--- config.mk ---
export PLATFORM = sky130hd
export DESIGN_NAME = muldiv_sequencer_flat
export DESIGN_NICKNAME = d
export VERILOG_FILES = /design/src/rtl/muldiv_sequencer_pkg.sv /design/src/rtl/muldiv_sequencer_if.sv /design/src/rtl/muldiv_sequencer_step.sv /design/src/rtl/muldiv_sequencer.sv /design/src/flat_wrapper.sv
export SDC_FILE = /design/constraint.sdc
export NUM_CORES = 1
export LEC_CHECK = 0
export ABC_AREA = 0
export BUFFER_PORTS_ARGS = -buffer_cell sky130_fd_sc_hd__buf_2
export CAP_MARGIN = 10
export CORE_ASPECT_RATIO = 1.2
export CORE_MARGIN = 2
export CORE_UTILIZATION = 50
export CTS_CLUSTER_DIAMETER = 40
export DETAILED_ROUTE_END_ITERATION = 8
export PLACE_DENSITY_LB_ADDON = 0.25
export RECOVER_POWER = 100
export SLEW_MARGIN = 10
export SYNTH_ARGS = -nofsm -noshare
export SYNTH_HDL_FRONTEND = slang
export SYNTH_SLANG_ARGS = --single-unit
--- constraint.sdc ---
create_clock -name clock -period 4.8 [get_ports clock]
set_input_delay 0 -clock clock [delete_from_list [all_inputs] [get_ports clock]]
set_output_delay 0 -clock clock [all_outputs]
set_load 0.05 [all_outputs]
--- src/rtl/muldiv_sequencer_pkg.sv ---
// muldiv_pkg: shared ALU_ctr encodings, FSM state type and magnitude helper for the multiply/divide unit
//   DATA_W        default operand width
//   ALU_CTR_MULT  control-unit code for MULT (must track the decoder)
//   ALU_CTR_DIV   control-unit code for DIV  (must track the decoder)
//   state_t       IDLE / CALC / SIGN / DONE
//   abs_val()     two's-complement magnitude; -2^(W-1) maps to 2^(W-1) read as unsigned
package muldiv_pkg;
  localparam int DATA_W = 32;
  localparam logic [3:0] ALU_CTR_MULT = 4'b1000;
  localparam logic [3:0] ALU_CTR_DIV = 4'b1001;
  typedef enum logic [1:0] {IDLE, CALC, SIGN, DONE} state_t;
  typedef enum logic {OP_MULT, OP_DIV} op_t;
  function automatic logic [DATA_W-1:0] abs_val(input logic [DATA_W-1:0] x);
    return x[DATA_W-1] ? -x : x;
  endfunction
endpackage

--- src/rtl/muldiv_sequencer_if.sv ---
// muldiv_sequencer_if: issue/operand/result bundle between the decode stage and the multiply/divide unit
//   master: issue, alu_ctr, flush, operand_a, operand_b out; stall, busy, done, result_hi, result_lo, div_by_zero in
//   slave : the mirror image, used by muldiv_sequencer
interface muldiv_sequencer_if #(parameter int WIDTH = 32);
  logic             issue;
  logic [3:0]       alu_ctr;
  logic             flush;
  logic [WIDTH-1:0] operand_a;
  logic [WIDTH-1:0] operand_b;
  logic             stall;
  logic             busy;
  logic             done;
  logic [WIDTH-1:0] result_hi;
  logic [WIDTH-1:0] result_lo;
  logic             div_by_zero;
  modport master (output issue, alu_ctr, flush, operand_a, operand_b,
                  input stall, busy, done, result_hi, result_lo, div_by_zero);
  modport slave (input issue, alu_ctr, flush, operand_a, operand_b,
                 output stall, busy, done, result_hi, result_lo, div_by_zero);
endinterface

--- src/rtl/muldiv_sequencer_step.sv ---
// muldiv_step: one combinational iteration of unsigned shift-add multiply or restoring divide
//   i_op        OP_MULT or OP_DIV
//   i_hi, i_lo  MULT: upper/lower accumulator halves; DIV: partial remainder / quotient-dividend register
//   i_b         divisor magnitude, or the addend magnitude for MULT
//   o_hi, o_lo  register values after this iteration
module muldiv_step
  import muldiv_pkg::*;
#(
  parameter int WIDTH = DATA_W
) (
  input  op_t              i_op,
  input  logic [WIDTH-1:0] i_hi,
  input  logic [WIDTH-1:0] i_lo,
  input  logic [WIDTH-1:0] i_b,
  output logic [WIDTH-1:0] o_hi,
  output logic [WIDTH-1:0] o_lo
);
  logic [WIDTH:0]   w_sum;
  logic [WIDTH:0]   w_shift;
  logic [WIDTH-1:0] w_diff;
  logic             w_ge;
  // MULT keeps the multiplier in the low half: add on its LSB, then shift the whole 2W accumulator right.
  // DIV shifts the next dividend bit into the remainder; when it fits, the difference is below i_b so W bits suffice.
  always_comb begin
    w_sum = {1'b0, i_hi} + (i_lo[0] ? {1'b0, i_b} : '0);
    w_shift = {i_hi, i_lo[WIDTH-1]};
    w_ge = w_shift >= {1'b0, i_b};
    w_diff = w_shift[WIDTH-1:0] - i_b;
    o_hi = i_op == OP_MULT ? w_sum[WIDTH:1] : w_ge ? w_diff : w_shift[WIDTH-1:0];
    o_lo = i_op == OP_MULT ? {w_sum[0], i_lo[WIDTH-1:1]} : {i_lo[WIDTH-2:0], w_ge};
  end
endmodule

--- src/rtl/muldiv_sequencer.sv ---
// muldiv_sequencer: iterative signed MULT/DIV unit that stalls the pipeline and returns results on HI/LO
//   clock, reset  rising-edge clock, asynchronous active-high reset
//   mb (slave)    issue/alu_ctr/flush/operands in; stall/busy/done/result_hi/result_lo/div_by_zero out
module muldiv_sequencer
  import muldiv_pkg::*;
#(
  parameter int WIDTH = DATA_W
) (
  input logic clock,
  input logic reset,
  muldiv_sequencer_if.slave mb
);
  localparam int CW = $clog2(WIDTH + 1);
  localparam logic [CW-1:0] CNT_INIT = CW'(WIDTH);
  localparam logic [CW-1:0] CNT_LAST = CW'(1);
  state_t             r_state;
  state_t             w_next;
  op_t                r_op;
  logic [WIDTH-1:0]   r_hi, r_lo, r_b, r_res_hi, r_res_lo;
  logic [WIDTH-1:0]   w_hi, w_lo, w_fix_hi, w_fix_lo;
  logic [CW-1:0]      r_cnt;
  logic               r_neg_q, r_neg_r, r_dbz;
  logic               w_is_div, w_valid_op, w_accept_req, w_accept, w_b_zero, w_dbz, w_busy;
  logic [2*WIDTH-1:0] w_prod;
  assign w_is_div = mb.alu_ctr == ALU_CTR_DIV;
  assign w_valid_op = mb.alu_ctr == ALU_CTR_MULT || w_is_div;
  assign w_accept_req = mb.issue && r_state == IDLE && w_valid_op;
  // flush wins over a same-cycle accept
  assign w_accept = w_accept_req && !mb.flush;
  assign w_b_zero = mb.operand_b == '0;
  assign w_dbz = w_is_div && w_b_zero;
  muldiv_step #(.WIDTH(WIDTH)) u_step (
    .i_op(r_op),
    .i_hi(r_hi),
    .i_lo(r_lo),
    .i_b (r_b),
    .o_hi(w_hi),
    .o_lo(w_lo)
  );
  // sign fix-up: MULT negates the full 2W product, DIV negates quotient and remainder independently
  always_comb begin
    w_prod = r_neg_q ? -{r_hi, r_lo} : {r_hi, r_lo};
    w_fix_hi = r_op == OP_MULT ? w_prod[2*WIDTH-1:WIDTH] : r_neg_r ? -r_hi : r_hi;
    w_fix_lo = r_op == OP_MULT ? w_prod[WIDTH-1:0] : r_neg_q ? -r_lo : r_lo;
  end
  always_ff @(posedge clock or posedge reset)
    if (reset) r_state <= IDLE;
    else r_state <= w_next;
  always_comb begin
    w_next = mb.flush ? IDLE
           : r_state == IDLE ? (w_accept ? (w_dbz ? DONE : CALC) : IDLE)
           : r_state == CALC ? (r_cnt == CNT_LAST ? SIGN : CALC)
           : r_state == SIGN ? DONE : IDLE;
  end
  always_comb begin
    w_busy = r_state == CALC || r_state == SIGN;
    mb.busy = w_busy;
    mb.done = r_state == DONE;
    mb.stall = w_busy || w_accept_req;
  end
  assign mb.result_hi = r_res_hi;
  assign mb.result_lo = r_res_lo;
  assign mb.div_by_zero = r_dbz;
  always_ff @(posedge clock or posedge reset)
    if (reset) begin
      r_op <= OP_MULT;
      r_hi <= '0;
      r_lo <= '0;
      r_b <= '0;
      r_cnt <= '0;
      r_neg_q <= 1'b0;
      r_neg_r <= 1'b0;
      r_dbz <= 1'b0;
      r_res_hi <= '0;
      r_res_lo <= '0;
    end else if (w_accept) begin
      r_op <= w_is_div ? OP_DIV : OP_MULT;
      r_hi <= '0;
      r_lo <= abs_val(mb.operand_a);
      r_b <= abs_val(mb.operand_b);
      r_neg_q <= mb.operand_a[WIDTH-1] ^ mb.operand_b[WIDTH-1];
      r_neg_r <= mb.operand_a[WIDTH-1];
      r_cnt <= CNT_INIT;
      r_dbz <= w_dbz;
      // divide-by-zero skips CALC/SIGN, so its results are written at accept
      if (w_dbz) begin
        r_res_hi <= mb.operand_a;
        r_res_lo <= '1;
      end
    end else if (!mb.flush && r_state == CALC) begin
      r_hi <= w_hi;
      r_lo <= w_lo;
      r_cnt <= r_cnt - 1'b1;
    end else if (!mb.flush && r_state == SIGN) begin
      r_res_hi <= w_fix_hi;
      r_res_lo <= w_fix_lo;
    end
endmodule

--- src/flat_wrapper.sv ---
// flat-port wrapper written by rule: the top's interface ports become plain ports
module muldiv_sequencer_flat import muldiv_pkg::*;
#(
  parameter int WIDTH = DATA_W
)
  (clock, reset, mb_issue, mb_alu_ctr, mb_flush, mb_operand_a, mb_operand_b, mb_stall, mb_busy, mb_done, mb_result_hi, mb_result_lo, mb_div_by_zero);
  muldiv_sequencer_if #(.WIDTH(WIDTH)) mb_i ();
  input logic clock;
  input logic reset;
  input wire logic [$bits(mb_i.issue)-1:0] mb_issue;
  input wire logic [$bits(mb_i.alu_ctr)-1:0] mb_alu_ctr;
  input wire logic [$bits(mb_i.flush)-1:0] mb_flush;
  input wire logic [$bits(mb_i.operand_a)-1:0] mb_operand_a;
  input wire logic [$bits(mb_i.operand_b)-1:0] mb_operand_b;
  output wire logic [$bits(mb_i.stall)-1:0] mb_stall;
  output wire logic [$bits(mb_i.busy)-1:0] mb_busy;
  output wire logic [$bits(mb_i.done)-1:0] mb_done;
  output wire logic [$bits(mb_i.result_hi)-1:0] mb_result_hi;
  output wire logic [$bits(mb_i.result_lo)-1:0] mb_result_lo;
  output wire logic [$bits(mb_i.div_by_zero)-1:0] mb_div_by_zero;
  assign mb_i.issue = mb_issue;
  assign mb_i.alu_ctr = mb_alu_ctr;
  assign mb_i.flush = mb_flush;
  assign mb_i.operand_a = mb_operand_a;
  assign mb_i.operand_b = mb_operand_b;
  assign mb_stall = mb_i.stall;
  assign mb_busy = mb_i.busy;
  assign mb_done = mb_i.done;
  assign mb_result_hi = mb_i.result_hi;
  assign mb_result_lo = mb_i.result_lo;
  assign mb_div_by_zero = mb_i.div_by_zero;
  muldiv_sequencer #(.WIDTH(WIDTH)) u_core (.clock(clock), .reset(reset), .mb(mb_i));
endmodule
==> metrics.log, run 1 <==
[metrics] Syn Area/Cell: 8.014 um^2
[metrics] Slowest cell on crit path: o21ai_0
[metrics] number of nets in the synthesized netlist: 1912
[metrics] first-pass GRT wire length: 73.95 mm
[metrics] cell count after synthesis: 1764
[metrics] total number of vias: 14155
[metrics] series of cell instances along the critical path: ha_1 > nor2b_1 > o2111ai_1 > a21oi_1 > nor3_1 > o311a_1 > o21ai_0 > and2_0 > buf_4 > nand2_1 > o211ai_1
[metrics] Post-synth EDFFs: 0
[metrics] CTS Hold Buffers Added: 76
[metrics] Post-layout nets: 2083
[metrics] result of the run: complete, but fails checks
[metrics] share of layout cells above drive strength 1: 0.07811
[metrics] path type of the worst setup path: reg -> reg
[metrics] initial antenna violation count: 0
[metrics] average wire length per cell after detail routing: 19.88 um
[metrics] Synth Register Bits: 172
[metrics] Primary FF master, synth: dfrtp_1
[metrics] Hold WC Path Type: in -> reg
[metrics] capturing element type of the critical path: flop
[metrics] cell taking the most area after synthesis: dfrtp_1
[metrics] slew at the pin closest to its max-slew limit: 2.438 ns
[metrics] library cell used as clock root buffer: clkbuf_16
[metrics] total core area: 0.02792 mm^2
[metrics] violated checks: capacitance limit, slew limit
[metrics] initial detailed-routing violation count: 1161
[metrics] Synth top area share: 0.3045
[metrics] Final Setup Violations: 0
[metrics] total DRC errors in the routed layout: 0
[metrics] total overflow reported by the global router: 0
[metrics] number of max-slew violations in the final report: 308
[metrics] Max Fclk: 0.2343 GHz
[metrics] final non-filler cell area: 0.01644 mm^2
[metrics] minimum period implied by the final worst setup slack: 4.269 ns
[metrics] hold slack: 0.08452 ns
[metrics] critical path buffer and inverter count: 1
[metrics] count of buffers from port buffering: 139
[metrics] top cells by area in the synthesized netlist: dfrtp_1 30%, xor2_1 6.9%, ha_1 6.5%
[metrics] Worst Path Required: 5.13 ns
[metrics] estimated wirelength of the detail-placed design: 33.87 mm
[metrics] flop2flop setup slack: 0.53 ns
[metrics] static power due to leakage: 7.271 nW
[metrics] number of buffers on the longest clock path: 2
[metrics] GPL Wtd Cong: 0.9935
[metrics] Max IR drop VDD: 0.2278 mV
[metrics] largest net degree at the start of global routing: 173
[metrics] TritonCTS clock tree: built
[metrics] via/cell ratio: 6.088
[metrics] end of the worst register-to-register path: u_core.r_hi[23]
[metrics] worst slew margin relative to its limit: -0.6257
[metrics] Starting Density: 0.5064
[metrics] num rows: 67
[metrics] clock skew: 0.01105 ns
[metrics] total standard cell area after synthesis: 0.01414 mm^2
[metrics] vias in the first global route: 13915
[metrics] total number of yosys warnings: 0
[metrics] cell count of the worst reg-to-reg path: 11
[metrics] total global-route track usage: 0.3142
[metrics] RR Startpoint: u_core.r_hi[0]
[metrics] CTS resizes: 0
[metrics] Distinct cells, synth: 72
[metrics] max cap viols: 4
[metrics] Layout area overhead: 16.27%
[metrics] CP Data Arrival Time: 4.60 ns
[metrics] hold path endpoint: u_core.r_neg_r
[metrics] sequential share of the synthesized area: 0.3045
[metrics] die area: 0.02964 mm^2
[metrics] number of clock sinks: 172
[metrics] number of optimization iterations in the first detailed-route pass: 6
[metrics] total power of the final layout: 6.160 mW
[metrics] clock input transition at the sequential cells of the worst setup and hold paths: 0.07 ns
[metrics] clk_lat worst skew: 0.45 ns
[metrics] number of setup buffers added after CTS: 0
[metrics] unrepaired setup endpoints after global routing: false
[metrics] total power density per cell area: 374.8 mW/mm^2
[metrics] Hold Crit Depth: 3
[metrics] sum of negative setup slack: 0 ns
[metrics] number of buffers inserted during clock tree synthesis: 17
[metrics] DRT Wirelength: 46.22 mm
[metrics] Crit path max-delay family: compound AO/OA/AOI/OAI gates
[metrics] crit share post-route: 0.8893
[metrics] standard cell area after detailed placement: 0.01522 mm^2
[metrics] Worst Hold Launch: mb_operand_a[31]
[metrics] CTS HTree Levels: 4
[metrics] CP Max Fanout: 17
[metrics] critical path launch point: u_core.r_hi[0]
[metrics] startpoint types: flop
[metrics] count of final hold-check violations: 0
[metrics] number of antenna diodes: 0
[metrics] Die Span Y: 188.2 um
[metrics] final antenna-violating net count: 0
[metrics] die outline width: 157.5 um
[metrics] stage delay of the slowest cell on the critical path: 0.87 ns
[metrics] share of synthesized registers carrying an async set or reset: 1.000
[metrics] io pins: 140
## cell usage in the layout (no fill, tap or decap), types with 24 or more instances in the layout
cell type / instances
o31ai_1: 38
xor2_1: 111
nor2_1: 166
or3_1: 24
clkbuf_1: 75
ha_1: 74
inv_1: 67
o211ai_1: 40
mux2i_1: 57
nand3_1: 30
nand2_1: 194
a31oi_1: 37
buf_4: 27
xnor2_1: 60
buf_2: 68
dfrtp_1: 171
a21o_1: 26
o21ai_0: 183
dlygate4sd3_1: 76
a21oi_1: 124
## cells by family after synthesis
| logic type | share of synthesized area |
|---|---|
| AO/OA/AOI/OAI | 0.2485 |
| AND/OR/NAND/NOR | 0.1872 |
| flip-flops | 0.3045 |
| XOR/XNOR | 0.1059 |
| buffers and inverters | 0.04434 |
| adder cells (fa/ha/maj) | 0.06833 |
| multiplexers | 0.04116 |
## cell type report
class / instances / area, um^2
inverter: 68 / 260.3
fill: 2631 / 11480
multi-input combinational: 1429 / 9201
timing repair buffer: 247 / 1593
clock inverter: 12 / 162.7
tap: 379 / 474.2
clock buffer: 18 / 439.2
sequential: 172 / 4305
## stage by stage
stage | util | worst slack [ns] | instances
floorplan | - | 0.1399 | 1764
global placement | 0.5452 | 0.9502 | 2219
detailed placement | 0.5452 | 0.9323 | 2219
CTS | 0.5940 | 0.9114 | 2325
global route | 0.5888 | 0.3595 | 2325
finish | 0.5888 | 0.5312 | 2325
## worst min-delay path: stages
cell	delay, ns
buf_2	0.31
nand2_1	0.13
nand2_1	0.05
## how the worst max path moves through the flow
stage | endpoint | cells past startpoint | slack, ns
global route | u_core.r_hi[23] | 11 | 0.36
floorplan | u_core.mb.div_by_zero | 1 | 0.14
CTS | u_core.r_hi[23] | 11 | 0.91
detailed placement | u_core.r_hi[23] | 11 | 0.93
finish | u_core.r_hi[23] | 11 | 0.53
global placement | u_core.r_hi[23] | 11 | 0.95
## synth_stat cells, types with 6 or more instances
cell	count
nand3b_1	6
o21ai_0	180
or2_2	10
buf_1	7
a211oi_1	14
ha_1	74
nand2b_1	13
o41ai_1	18
nor4_1	16
or4_1	15
nand3_1	30
clkbuf_1	83
inv_1	68
or4_4	6
a21o_1	26
o211ai_1	40
o21bai_1	11
nand4_1	12
mux2i_1	57
or3_1	23
and3_1	9
a21oi_1	124
o31ai_1	38
dfrtp_1	172
nor3_1	22
a31oi_1	37
xnor2_1	60
and2_1	9
a21boi_0	6
xor2_1	111
nand2_1	194
nor2_1	167
nor2b_1	12
o21a_1	7
a22oi_1	20
## state kept, by name, indices dropped and copies added, names as in the netlist
register               count
u_core.r_state             2
u_core.mb.result_lo       32
u_core.r_neg_r             1
u_core.mb.result_hi       32
u_core.mb.div_by_zero      1
u_core.r_cnt               6
u_core.r_op                1
u_core.r_hi               32
u_core.r_lo               32
u_core.r_neg_q             1
u_core.r_b                32
## where the power goes
part	total (mW)	switching (mW)	leakage, nW	internal [mW]
Clock	1.47	0.633	0.295	0.835
Sequential	1.94	0.304	2.29	1.63
Combinational	2.75	1.64	4.69	1.12
## metal layers
metal / global-route usage / share of wire / up-vias
li1: - / - / 6708
met4: 0.1559 / 0.049 / 0
met3: 0.03910 / 0.052 / 139
met2: 0.5321 / 0.48 / 572
met1: 0.3927 / 0.42 / 6736
met5: 0 / 0 / -
Power figures use the tool's default switching activity.
==> run 2: changes to the inputs <==
--- a/config.mk
+++ b/config.mk
@@ -15,5 +15,4 @@
 export DETAILED_ROUTE_END_ITERATION = 8
 export PLACE_DENSITY_LB_ADDON = 0.25
-export RECOVER_POWER = 100
 export SLEW_MARGIN = 10
 export SYNTH_ARGS = -nofsm -noshare
==> constraint.sdc (replaced) <==
create_clock -name clock -period 4.8 [get_ports clock]
set_input_delay 1.44 -clock clock [delete_from_list [all_inputs] [get_ports clock]]
set_output_delay 1.44 -clock clock [all_outputs]
set_load 0.05 [all_outputs]
==> metrics.log, run 2 (synthesis results as in run 1) <==
[metrics] Final Setup Violations: 0 (unchanged)
[metrics] top library cells by usage in the layout, fill and taps aside: 194 x nand2_1, 180 x o21ai_0, 171 x dfrtp_1
[metrics] Worst Path Required: 5.17 ns (+0.04 ns)
[metrics] max cap viols: 0 (-4)
[metrics] Post-layout nets: 2009 (-3.6%)
[metrics] path type of the worst setup path: in -> reg
[metrics] result of the run: complete, no violations
[metrics] share of layout cells above drive strength 1: 0.1270 (+0.04889)
[metrics] final non-filler cell area: 0.01582 mm^2 (-3.7%)
[metrics] Worst Hold Launch: u_core.mb.result_hi[9]
[metrics] CP Max Fanout: 5 (-12)
[metrics] total core area: 0.02792 mm^2 (unchanged)
[metrics] Placement Setup Slack: 0.2345 ns (-0.6977 ns)
[metrics] series of cell instances along the critical path: buf_2 > or4_4 > or4_4 > or3_4 > or4_4 > or4_4 > nor4b_2 > nand2_1 > o21ai_2
[metrics] Slowest cell on crit path: or4_4
[metrics] library cell used as clock root buffer: clkbuf_16
[metrics] total overflow reported by the global router: 0 (unchanged)
[metrics] flop2flop setup slack: 0.88 ns (+0.35 ns)
[metrics] total power of the final layout: 5.988 mW (-2.8%)
[metrics] standard cell area after detailed placement: 0.01525 mm^2 (+0.17%)
[metrics] Layout area overhead: 11.93%
[metrics] average wire length per cell after detail routing: 19.36 um (-2.6%)
[metrics] clock skew: 0.008325 ns (-0.002726 ns)
[metrics] vias in the first global route: 13043 (-6.3%)
[metrics] Max IR drop VDD: 0.2113 mV (-7.2%)
[metrics] clk_lat worst skew: 0.45 ns (about the same)
[metrics] clock input transition at the sequential cells of the worst setup and hold paths: 0.07 ns (about the same)
[metrics] number of antenna diodes: 0 (unchanged)
[metrics] capturing element type of the critical path: flop
[metrics] CTS HTree Levels: 4 (unchanged)
[metrics] sum of negative setup slack: 0 ns (unchanged)
[metrics] total global-route track usage: 0.2990 (-0.01517)
[metrics] end of the worst register-to-register path: u_core.r_hi[30]
[metrics] Max Fclk: 0.2426 GHz (+3.6%)
[metrics] GPL Wtd Cong: 1.001 (+0.80%)
[metrics] CTS resizes: 0 (unchanged)
[metrics] RR Startpoint: u_core.r_lo[0]
[metrics] total DRC errors in the routed layout: 0 (unchanged)
[metrics] Hold WC Path Type: reg -> reg
[metrics] slew at the pin closest to its max-slew limit: 1.167 ns (-1.272 ns)
[metrics] Final Non-Filler Cells: 2253 (-3.1%)
[metrics] die area: 0.02964 mm^2 (unchanged)
[metrics] first-pass GRT wire length: 70.41 mm (-4.8%)
[metrics] minimum period implied by the final worst setup slack: 4.122 ns (-0.1469 ns)
[metrics] Hold Crit Depth: 1 (-2)
[metrics] static power due to leakage: 7.280 nW (+0.13%)
[metrics] number of setup buffers added after CTS: 0 (unchanged)
[metrics] TritonCTS clock tree: built
[metrics] largest net degree at the start of global routing: 89 (-49%)
[metrics] setup ws final: 0.6782 ns (+0.1470 ns)
[metrics] DRT Wirelength: 43.63 mm (-5.6%)
[metrics] hold slack: 0.4772 ns (+0.3927 ns)
[metrics] io pins: 140 (unchanged)
[metrics] num rows: 67 (unchanged)
[metrics] hold path endpoint: u_core.mb.result_hi[9]
[metrics] number of placed instances, taps included: 2221 (+0.090%)
[metrics] number of max-slew violations in the final report: 0 (-100%)
[metrics] CP Data Arrival Time: 4.50 ns (-0.10 ns)
[metrics] Die Span Y: 188.2 um (unchanged)
[metrics] initial antenna violation count: 0 (unchanged)
[metrics] initial detailed-routing violation count: 971 (-16%)
[metrics] via/cell ratio: 6.073 (-0.25%)
[metrics] number of buffers on the longest clock path: 2 (unchanged)
[metrics] CP dominant cell by count: or4_4
[metrics] count of final hold-check violations: 0 (unchanged)
[metrics] count of buffers from port buffering: 139 (unchanged)
[metrics] startpoint types: input port
[metrics] worst slew margin relative to its limit: 0.2192 (+0.8449)
[metrics] leading cell type in the layout, fill and taps excluded: nand2_1
[metrics] Starting Density: 0.5064 (unchanged)
[metrics] number of optimization iterations in the first detailed-route pass: 8 (+2)
[metrics] die outline width: 157.5 um (unchanged)
[metrics] Core Util, Final: 0.5668 (-0.02196)
[metrics] cell count of the worst reg-to-reg path: 12 (+1)
[metrics] CTS Hold Buffers Added: 0 (-100%)
[metrics] final antenna-violating net count: 0 (unchanged)
[metrics] crit share post-route: 0.8587 (-0.03061)
[metrics] stage delay of the slowest cell on the critical path: 0.55 ns (-0.32 ns)
[metrics] total power density per cell area: 378.5 mW/mm^2 (+0.98%)
[metrics] unrepaired setup endpoints after global routing: false
[metrics] number of buffers inserted during clock tree synthesis: 17 (unchanged)
[metrics] number of clock sinks: 172 (unchanged)
[metrics] estimated wirelength of the detail-placed design: 33.26 mm (-1.8%)
[metrics] total number of vias: 13683 (-3.3%)
## run 2: cell count changes in the layout (fill, tap and decap cells not counted), moves of 2 or more
cell | before | now
buf_2 | 68 | 139
clkinvlp_4 | 1 | 3
bufinv_16 | 3 | 1
o21ai_0 | 183 | 180
or4_4 | 3 | 6
or4_1 | 18 | 15
buf_4 | 27 | 32
dlygate4sd3_1 | 76 | 0
buf_12 | 0 | 2
clkinv_4 | 2 | 4
o21ai_1 | 2 | 4
clkbuf_1 | 75 | 1
## run 2: cell type report
| class | count | area [um^2] |
|---|---|---|
| well taps | 379 | 474.2 |
| flip-flops and latches | 172 | 4305 |
| multi-input cells | 1429 | 9231 |
| clock buffers | 19 | 442.9 |
| inverters | 68 | 259.0 |
| fillers | 2665 | 12090 |
| clock inverters | 13 | 133.9 |
| repair buffers | 173 | 975.9 |
## run 2: how the worst max path moves through the flow
stage	from	end	slack [ns]	cells after the start
global route	u_core.r_lo[0]	u_core.r_hi[30]	0.59	12
detailed placement	mb_operand_a[6]	u_core.r_lo[31]	0.23	9
CTS	mb_operand_a[6]	u_core.r_lo[31]	0.70	9
floorplan	mb_operand_a[6]	u_core.r_lo[31]	0.52	8
finish	mb_operand_a[6]	u_core.r_lo[31]	0.68	9
global placement	mb_operand_a[6]	u_core.r_lo[31]	0.24	9
## run 2: metal layers
layer,share of wire,vias up,wire length [um],global-route usage
met3,0.059,97,2566,0.03726
li1,-,6568,-,-
met5,0,-,0,0
met2,0.48,478,20980,0.5012
met4,0.044,0,1924,0.1318
met1,0.42,6540,18150,0.3852
## run 2: worst max-delay path, delay by kind of cell
kind,cells,cell delay (ns)
compound gates,1,0.06
buf+inv,1,0.13
simple gates,7,2.85
## run 2: power by group
part / internal [mW] / leakage [nW] / switching (mW)
Combinational: 1.06 / 4.71 / 1.62
Sequential: 1.63 / 2.29 / 0.283
Clock: 0.743 / 0.278 / 0.654
Total: 3.43 / 7.28 / 2.55
